File: config.mk
export PLATFORM = sky130hd
export DESIGN_NAME = cpu_run_controller
export DESIGN_NICKNAME = d
export VERILOG_FILES = /design/src/rtl/cpu_run_controller_pkg.sv /design/src/rtl/cpu_run_controller_sat_counter.sv /design/src/rtl/cpu_run_controller.sv
export SDC_FILE = /design/constraint.sdc
export NUM_CORES = 1
export LEC_CHECK = 0
export CAP_MARGIN = 20
export CORE_ASPECT_RATIO = 1.75
export CORE_MARGIN = 2
export CORE_UTILIZATION = 39
export DETAILED_ROUTE_END_ITERATION = 8
export GPL_TIMING_DRIVEN = 0
export SYNTH_ARGS = -nofsm -noshare
export SYNTH_HDL_FRONTEND = slang
export SYNTH_HIERARCHICAL = 1
export SYNTH_SLANG_ARGS = --single-unit
File: constraint.sdc
create_clock -name clk -period 2.75 [get_ports clk]
set_input_delay 0.55 -clock clk [delete_from_list [all_inputs] [get_ports clk]]
set_output_delay 0.55 -clock clk [all_outputs]
set_load 0.05 [all_outputs]
File: src/rtl/cpu_run_controller_pkg.sv
// Shared types and constants for the CPU run controller and its bench.
package cpu_run_controller_pkg;

    typedef enum logic [1:0] {
        ST_HOLD,
        ST_RUN,
        ST_HALTED,
        ST_TIMEOUT
    } run_state_t;

    localparam logic [31:0] DEFAULT_END_PC = 32'h0000_3ffc;

endpackage

File: src/rtl/cpu_run_controller_sat_counter.sv
// Saturating up-counter with enable and synchronous clear; clear dominates enable.
module sat_counter #(
    parameter int unsigned WIDTH = 32
) (
    input  logic             clk,
    input  logic             rst,
    input  logic             en,
    input  logic             clr,
    output logic [WIDTH-1:0] q
);

    // NOTE: sequential state is assigned with <= only, so every flop samples pre-edge values.
    always_ff @(posedge clk or posedge rst) begin
        if (rst) begin
            q <= '0;
        end else if (clr) begin
            q <= '0;
        end else if (en && (q != '1)) begin
            q <= q + WIDTH'(1);
        end
    end

endmodule

File: src/rtl/cpu_run_controller.sv
// Run controller for the MIPS core: holds the CPU in reset, releases it, counts
// cycles/commits and stops the run on terminal PC, self-loop or cycle timeout.
module cpu_run_controller
    import cpu_run_controller_pkg::*;
#(
    parameter int unsigned RESET_CYCLES = 10,
    parameter int unsigned MAX_CYCLES   = 100000,
    parameter logic [31:0] END_PC       = DEFAULT_END_PC,
    parameter int unsigned HALT_REPEAT  = 4,
    parameter int unsigned CNT_W        = 32
) (
    input  logic             clk,
    input  logic             reset,
    input  logic             restart,
    input  logic             commit,
    input  logic [31:0]      commit_pc,
    output logic             cpu_reset,
    output logic             running,
    output logic             done,
    output logic             timeout,
    output logic [31:0]      halt_pc,
    output logic [CNT_W-1:0] cycle_count,
    output logic [CNT_W-1:0] instr_count
);

    localparam int unsigned REP_W = $clog2(HALT_REPEAT + 1);
    localparam logic [15:0] HOLD_LAST = 16'(RESET_CYCLES - 1);
    localparam logic [REP_W-1:0] REP_HALT = REP_W'(HALT_REPEAT);

    run_state_t       state, state_nxt;
    logic [15:0]      hold_cnt, hold_cnt_nxt;
    logic [31:0]      prev_pc, prev_pc_nxt;
    logic             prev_vld, prev_vld_nxt;
    logic [REP_W-1:0] rep_cnt, rep_cnt_nxt;
    logic [31:0]      halt_pc_nxt;
    logic             timeout_hit;

    // Widen both sides so a narrow CNT_W can never alias a large cycle budget.
    assign timeout_hit = (MAX_CYCLES != 0) &&
                         (64'(cycle_count) == (64'(MAX_CYCLES) - 64'd1));

    // NOTE: every variable gets a default before the case, so no latch is inferred.
    always_comb begin
        state_nxt    = state;
        hold_cnt_nxt = hold_cnt;
        prev_pc_nxt  = prev_pc;
        prev_vld_nxt = prev_vld;
        rep_cnt_nxt  = rep_cnt;
        halt_pc_nxt  = halt_pc;

        unique case (state)
            ST_HOLD: begin
                if (hold_cnt == HOLD_LAST) begin
                    state_nxt    = ST_RUN;
                    hold_cnt_nxt = '0;
                end else begin
                    hold_cnt_nxt = hold_cnt + 16'd1;
                end
            end
            ST_RUN: begin
                if (commit) begin
                    prev_pc_nxt  = commit_pc;
                    prev_vld_nxt = 1'b1;
                    rep_cnt_nxt  = (prev_vld && (commit_pc == prev_pc)) ?
                                   rep_cnt + REP_W'(1) : REP_W'(1);
                end
                if (commit && (commit_pc == END_PC)) begin
                    state_nxt   = ST_HALTED;
                    halt_pc_nxt = commit_pc;
                end else if (commit && (rep_cnt_nxt == REP_HALT)) begin
                    state_nxt   = ST_HALTED;
                    halt_pc_nxt = commit_pc;
                end else if (timeout_hit) begin
                    state_nxt   = ST_TIMEOUT;
                    halt_pc_nxt = commit ? commit_pc : prev_pc;
                end
            end
            ST_HALTED, ST_TIMEOUT: begin
            end
            default: state_nxt = ST_HOLD;
        endcase

        if (restart) begin
            state_nxt    = ST_HOLD;
            hold_cnt_nxt = '0;
            prev_pc_nxt  = '0;
            prev_vld_nxt = 1'b0;
            rep_cnt_nxt  = '0;
            halt_pc_nxt  = '0;
        end
    end

    always_ff @(posedge clk or posedge reset) begin
        if (reset) begin
            state     <= ST_HOLD;
            hold_cnt  <= '0;
            prev_pc   <= '0;
            prev_vld  <= 1'b0;
            rep_cnt   <= '0;
            halt_pc   <= '0;
            cpu_reset <= 1'b1;
            running   <= 1'b0;
            done      <= 1'b0;
            timeout   <= 1'b0;
        end else begin
            state     <= state_nxt;
            hold_cnt  <= hold_cnt_nxt;
            prev_pc   <= prev_pc_nxt;
            prev_vld  <= prev_vld_nxt;
            rep_cnt   <= rep_cnt_nxt;
            halt_pc   <= halt_pc_nxt;
            cpu_reset <= (state_nxt != ST_RUN);
            running   <= (state_nxt == ST_RUN);
            done      <= (state_nxt == ST_HALTED);
            timeout   <= (state_nxt == ST_TIMEOUT);
        end
    end

    sat_counter #(.WIDTH(CNT_W)) u_cycle_cnt (
        .clk (clk),
        .rst (reset),
        .en  (state == ST_RUN),
        .clr (restart),
        .q   (cycle_count)
    );

    sat_counter #(.WIDTH(CNT_W)) u_instr_cnt (
        .clk (clk),
        .rst (reset),
        .en  ((state == ST_RUN) && commit),
        .clr (restart),
        .q   (instr_count)
    );

endmodule

==> reports/results.tsv, run 1 <==
metric	value	unit
status	complete, no violations	
setup-tns-final	0	ns
syn-cell-area	8710	um2
floorplan.initialDensity	39.6	%
syn_nets	957	
cts_root_buf	sky130_fd_sc_hd__clkbuf_16	
core-area	22000	um2
min_period_over_period	99.3	%
worst-r2r-setup-slack	0.02	ns
wire_length_of_the_first_global_routing_pass	39500	um
cts_inserted_buffers	17	
hold_viol_final	0	
fp.dieH	202	um
drc_errors	0	
finalWeightedCongestion	0.866	
final_cell_area	11200	um2
power_density	433	nW/um2
path_max_fanout	12	
ir_worst_vdd	0.356	mV
crit-reg2reg-launch	state[1]	
yosys_warns	6	
clk_pin_slew	0.07	ns
die_x	117	um
top_post_synthesis_cells_by_count	sky130_fd_sc_hd__dfrtp_1 (153), sky130_fd_sc_hd__nand2_1 (100), sky130_fd_sc_hd__a21oi_1 (92), sky130_fd_sc_hd__nor2_1 (65), sky130_fd_sc_hd__nor2b_1 (44)	
avgRoutedWirePerCell	17.7	um
worst_slew_pin_slew	1.11	ns
timing.clock.skew	0.0150	ns
worst_hold_margin	0.519	ns
rr_endpoint	u_instr_cnt/q[19]	
finalWirelength	24600	um
cts-htree-levels	4	
synth-seq-cells	154	
timing.max_cap.violations	0	
worst_reg_to_reg_cells	11	
count_of_pins_on_the_block_boundary	136	
maxSlewHeadroom	25.4	%
postSynthCellCount	916	
synth_top_area_share	44.0	%
synth.lib_cells_used.distinct	54	
postRouteAntennaNets	0	
fmax	366	MHz
crit_start	state[1]	
max-clock-path-buffers	2	
final_layout_size_suffix_gt1_share	10.7	%
first_iter_violations	477	
rsz0062_at_grt	true	
yosys_most_used_dff	sky130_fd_sc_hd__dfrtp_1	
cts.sinks	154	
path_class	register to register	
syn_to_final_growth	29.0	%
ys_top_cells_by_area	sky130_fd_sc_hd__dfrtp_1 (44%), sky130_fd_sc_hd__a21oi_1 (5.3%), sky130_fd_sc_hd__mux2_4 (5.2%)	
final_period_minus_worst_setup_slack	2.73	ns
grt_pass1_vias	7590	
static-leakage-power	4.61	nW
required	3.11	ns
cp_data_arrival_time	3.09	ns
grt.total_usage	21.4	%
fp-row-count	72	
synth-edff-count	0	
finalSetupViolations	0	
routed_via_count	7616	
critPathCaptureType	register	
drv_slew	0	
design_power_total	4.86	mW
final_cell_count_no_fill	1388	
antenna_cells_inserted	0	
die-area	23600	um2
hold_path.class	register to register	
nFillCells	2107	
post-synth-top-count-cell	sky130_fd_sc_hd__dfrtp_1	
synth.avg_cell_area	9.50	um2
antenna_found_initial	0	
number_of_nets_in_the_final_layout	1120	
clk_latency	0.44	ns
drt-pass1-iter-count	5	
cts.hold.buffers_added	0	
io_port_bufs	134	
placed_cell_area	10500	um2
post-place-cells	1350	
post_synth_top_area_cell	sky130_fd_sc_hd__dfrtp_1	
share_of_synthesized_flip_flops_with_an_asynchronous_set_or_reset	100	%
timing.critical_path.from_type	register	
dp.final_hpwl	18000	um
grt_max_degree	36	
route.detailed.vias_per_inst	5.49	
gr-total-overflow	0	
worstSetupEndpoint	u_instr_cnt/q[19]	
cts_tree	done	
synth.yosys.seq_area_share	44.3	%
[power breakdown]
group | leakage, nW | switching (mW) | internal, mW
sequential | 2.15 | 0.00590 | 2.27
clock | 0.268 | 1.09 | 1.19
combinational | 2.20 | 0.195 | 0.113
[cell families after synthesis]
| family | synth area share, % |
|---|---|
| XOR/XNOR | 4.02 |
| multiplexers | 9.34 |
| buffers and inverters | 3.23 |
| adder cells (fa/ha/maj) | 0.719 |
| AND/OR/NAND/NOR | 26.0 |
| AO/OA/AOI/OAI | 12.4 |
| flip-flops | 44.3 |
[registers in the layout (all words and copies together), names as in the netlist]
register and cells:
cpu_reset 1, done 1, halt_pc 32, hold_cnt 16
prev_pc 32, prev_vld 1, rep_cnt 3, running 1
state 2, timeout 1, u_cycle_cnt/q 32, u_instr_cnt/q 32
[what timing repair did]
action / CTS / global route
gates cloned: 1 / 0
pin swaps: 5 / 0
setup endpoints to repair: 53 / 83
setup buffers: 4 / 0
resized for setup: 11 / 8
[worst max-delay path: stages, from the launching register on]
cell and delay, ns:
sky130_fd_sc_hd__dfrtp_2 0.46, sky130_fd_sc_hd__nor2b_4 0.17, sky130_fd_sc_hd__nand2_4 0.12, sky130_fd_sc_hd__inv_1 0.12, sky130_fd_sc_hd__clkbuf_8 0.18, sky130_fd_sc_hd__clkbuf_16 0.17
sky130_fd_sc_hd__nand4_1 0.16, sky130_fd_sc_hd__nor3_2 0.31, sky130_fd_sc_hd__o311ai_4 0.18, sky130_fd_sc_hd__buf_4 0.21, sky130_fd_sc_hd__or4_1 0.41, sky130_fd_sc_hd__a21oi_1 0.15
[worst min path at each step]
| stage | depth (start not counted) | start | endpoint | slack, ns |
|---|---|---|---|---|
| after floorplan | 1 | hold_cnt[14] | hold_cnt[14] | 0.47 |
| after global placement | 1 | hold_cnt[14] | hold_cnt[14] | 0.50 |
| after detailed placement | 1 | hold_cnt[14] | hold_cnt[14] | 0.52 |
| after CTS | 1 | hold_cnt[14] | hold_cnt[14] | 0.53 |
| after global routing | 1 | hold_cnt[14] | hold_cnt[14] | 0.57 |
| final | 1 | hold_cnt[14] | hold_cnt[14] | 0.52 |
[through the flow]
| step | setup WS, ns | util, % |
|---|---|---|
| after floorplan | 0.0277 | - |
| after global placement | -0.716 | 47.5 |
| after detailed placement | -0.681 | 47.9 |
| after CTS | 0.00618 | 50.9 |
| after global routing | -0.158 | 51.1 |
| final | 0.0199 | 51.1 |
[area by class of cell]
class / instances / area, um2 / area share, %
plain buffers: 40 / 230 / 2.05
clock buffers: 17 / 425 / 3.79
clock inverters: 15 / 131 / 1.17
inverters: 23 / 90.1 / 0.802
multi-input cells: 699 / 4650 / 41.4
flip-flops and latches: 154 / 3860 / 34.3
well taps: 296 / 370 / 3.30
repair buffers: 144 / 1480 / 13.2
[cell usage in the layout, fill, tap and decap left out, types with 4 or more instances in the layout]
cell	synthesis	layout
sky130_fd_sc_hd__nor2b_1	44	43
sky130_fd_sc_hd__nor3_2	0	4
sky130_fd_sc_hd__dfrtp_1	153	152
sky130_fd_sc_hd__buf_2	6	6
sky130_fd_sc_hd__nand2_1	100	100
sky130_fd_sc_hd__nor3_1	10	6
sky130_fd_sc_hd__nor4bb_1	4	4
sky130_fd_sc_hd__or4_1	31	31
sky130_fd_sc_hd__nor4_2	1	4
sky130_fd_sc_hd__xnor2_1	9	9
sky130_fd_sc_hd__nand2b_1	10	10
sky130_fd_sc_hd__clkinv_4	0	5
sky130_fd_sc_hd__nor4_1	19	16
sky130_fd_sc_hd__buf_6	5	5
sky130_fd_sc_hd__nand3_1	33	32
sky130_fd_sc_hd__clkbuf_16	0	18
sky130_fd_sc_hd__xor2_1	31	31
sky130_fd_sc_hd__nor2_1	65	65
sky130_fd_sc_hd__mux2i_1	34	34
sky130_fd_sc_hd__mux2_4	30	30
sky130_fd_sc_hd__and3_1	10	10
sky130_fd_sc_hd__ha_1	5	5
sky130_fd_sc_hd__buf_4	0	5
sky130_fd_sc_hd__o31ai_1	33	33
sky130_fd_sc_hd__and4_1	11	11
sky130_fd_sc_hd__clkbuf_1	28	25
sky130_fd_sc_hd__o21ai_0	34	34
sky130_fd_sc_hd__and2_1	5	5
sky130_fd_sc_hd__nand4_1	21	21
sky130_fd_sc_hd__clkdlybuf4s50_1	0	133
sky130_fd_sc_hd__inv_1	23	22
sky130_fd_sc_hd__a21oi_1	92	92
sky130_fd_sc_hd__inv_6	0	7
sky130_fd_sc_hd__or3_1	25	25
[layer usage]
| layer | part of all wire, % | wire length [um] | global-route usage (%) | up-vias |
|---|---|---|---|---|
| li1 | - | - | - | 3666 |
| met1 | 40 | 9780 | 25.4 | 3718 |
| met4 | 3.9 | 946 | 9.75 | 0 |
| met5 | 0 | 0 | 0 | - |
| met2 | 53 | 13000 | 37.1 | 180 |
| met3 | 3.3 | 812 | 3.46 | 52 |
Power figures use the tool's default switching activity.
==> run 2, diff against run 1 <==
--- a/config.mk
+++ b/config.mk
@@ -5,12 +5,14 @@
 export SDC_FILE = /design/constraint.sdc
 export NUM_CORES = 1
 export LEC_CHECK = 0
-export CAP_MARGIN = 20
+export CAP_MARGIN = 0
 export CORE_ASPECT_RATIO = 1.75
 export CORE_MARGIN = 2
-export CORE_UTILIZATION = 39
+export CORE_UTILIZATION = 49
 export DETAILED_ROUTE_END_ITERATION = 8
 export GPL_TIMING_DRIVEN = 0
+export PLACE_DENSITY = 0.77
+export REMOVE_ABC_BUFFERS = 1
 export SYNTH_ARGS = -nofsm -noshare
 export SYNTH_HDL_FRONTEND = slang
 export SYNTH_HIERARCHICAL = 1
==> reports/results.tsv, run 2 (synthesis gave the netlist of run 1 again) <==
metric	value	unit
final_cell_area	11300	um2
first_iter_violations	369	
finalCoreUtilization	64.4	%
hold_viol_final	0	
timing.max_cap.violations	0	
dp.final_hpwl	15200	um
die-area	18900	um2
routed_via_count	7618	
fmax	358	MHz
timing.critical_path.max_delay_family	simple AND/OR/NAND/NOR gates	
worst_reg_to_reg_cells	7	
cts_root_buf	sky130_fd_sc_hd__clkbuf_16	
die_x	105	um
core-area	17500	um2
cts_tree	done	
design_power_total	4.97	mW
drc_errors	0	
timing.critical_path.slowest_cell_delay	0.53	ns
route.detailed.vias_per_inst	5.86	
io_port_bufs	135	
grt_pass1_vias	7441	
fp-row-count	64	
worst-r2r-setup-slack	0.05	ns
path_class	input pin to register	
rr_endpoint	halt_pc[4]	
power_density	441	nW/um2
clk_pin_slew	0.06	ns
placed_cell_area	10300	um2
cts.hold.buffers_added	0	
path_buf_inv	3	
static-leakage-power	4.71	nW
cts.sinks	154	
timing.critical_path.from_type	input pin	
min_period_over_period	102	%
cts_inserted_buffers	17	
grt_max_degree	88	
drv_slew	0	
clk_latency	0.42	ns
final_layout_size_suffix_gt1_share	11.8	%
cts-htree-levels	4	
finalWirelength	23000	um
gr-total-overflow	0	
number_of_nets_in_the_final_layout	1096	
final_cell_count_no_fill	1299	
met2_wirelength	12400	um
worst_slew_pin_slew	0.851	ns
postRouteAntennaNets	0	
worst_hold_margin	0.463	ns
max-clock-path-buffers	2	
setup-tns-final	-0.453	ns
post-place-cells	1247	
timing.hold.worst.start	commit_pc[20]	
syn_to_final_growth	29.2	%
worstPathCellList	clkdlybuf4s50_1, xor2_1, nor4_1, nand3_1, nor2_1, a211oi_4, buf_16, buf_8, mux2_4	
hold_path.class	input pin to register	
timing.clock.skew	0.0124	ns
m1WireLength	9030	um
final_period_minus_worst_setup_slack	2.79	ns
ir_worst_vdd	0.319	mV
maxSlewHeadroom	42.6	%
routed-wl-met3	849	um
floorplan.initialDensity	49.9	%
crit-reg2reg-launch	u_cycle_cnt/q[10]	
critical_path.slowest_cell	sky130_fd_sc_hd__nor4_1	
finalSetupViolations	20	
top_layer_in_use	met4	
cp_data_arrival_time	3.09	ns
drt-pass1-iter-count	6	
most_common_cell_after_layout_fill_and_taps_aside	sky130_fd_sc_hd__dfrtp_1	
required	3.05	ns
wire_length_of_the_first_global_routing_pass	36900	um
dpl_worst_slack	-2.26	ns
min_delay_path_depth	3	
most-common-layout-cells	sky130_fd_sc_hd__dfrtp_1 (152), sky130_fd_sc_hd__clkdlybuf4s50_1 (125), sky130_fd_sc_hd__nand2_1 (100), sky130_fd_sc_hd__a21oi_1 (92), sky130_fd_sc_hd__nor2_1 (65)	
setup_ws	-0.0421	ns
timing.hold.worst_endpoint	prev_pc[20]	
status	finished, violations left	
grt.total_usage	23.9	%
count_of_pins_on_the_block_boundary	136	
avgRoutedWirePerCell	17.7	um
failed_checks	setup timing	
antenna_found_initial	2	
finalWeightedCongestion	0.878	
fp.dieH	180	um
path_max_fanout	13	
critPathCaptureType	register	
-- run 2: changes by cell type in the layout (fill, tap and decap cells not counted), moves of 4 or more --
| cell | delta |
|---|---|
| sky130_fd_sc_hd__clkdlybuf4s50_1 | -8 |
| sky130_fd_sc_hd__clkbuf_1 | -25 |
| sky130_fd_sc_hd__dlymetal6s2s_1 | +7 |
| sky130_fd_sc_hd__buf_2 | -6 |
| sky130_fd_sc_hd__buf_6 | -4 |
| sky130_fd_sc_hd__buf_4 | +10 |
-- run 2: worst max-delay path by stage --
stage,from,end,slack [ns],cells past startpoint
floorplan,state[0],halt_pc[13],-1.73,7
global placement,commit,halt_pc[13],-5.40,7
detailed placement,commit,u_instr_cnt/q[27],-2.26,9
CTS,state[1],u_instr_cnt/q[27],-0.0009,8
global route,commit_pc[28],halt_pc[4],-0.04,9
finish,commit_pc[28],halt_pc[4],-0.04,9
-- run 2: layout make-up --
type	instances	area [um2]
fill	1448	6210
inverter	23	92.6
sequential	154	3860
multi-input combinational	701	4750
clock buffer	17	425
timing repair inverter	2	10.0
antenna	2	5.00
timing repair buffer	156	1650
clock inverter	13	170
tap	231	289
-- run 2: timing repair --
item / CTS / global route
resized for setup: 13 / 20
pin swaps: 4 / 5
hold endpoints to repair: 0 / 0
endpoints found under the setup margin: 112 / 39
cloned: 2 / 2
setup buffers: 8 / 6
-- run 2: per-layer routing --
layer | global-route usage, % | vias up
met2 | 43.3 | 208
li1 | - | 3624
met5 | 0 | -
met1 | 27.2 | 3748
met3 | 3.73 | 38
met4 | 11.5 | 0
-- run 2: tightest hold or removal path, cell delays in order --
cell and delay (ns):
sky130_fd_sc_hd__dlymetal6s2s_1 0.16, sky130_fd_sc_hd__nand2_1 0.07, sky130_fd_sc_hd__a21oi_1 0.05
-- run 2: report_power, final --
group	internal, mW	switching (mW)
Clock	1.43	0.967
Combinational	0.111	0.183
Sequential	2.27	0.00607
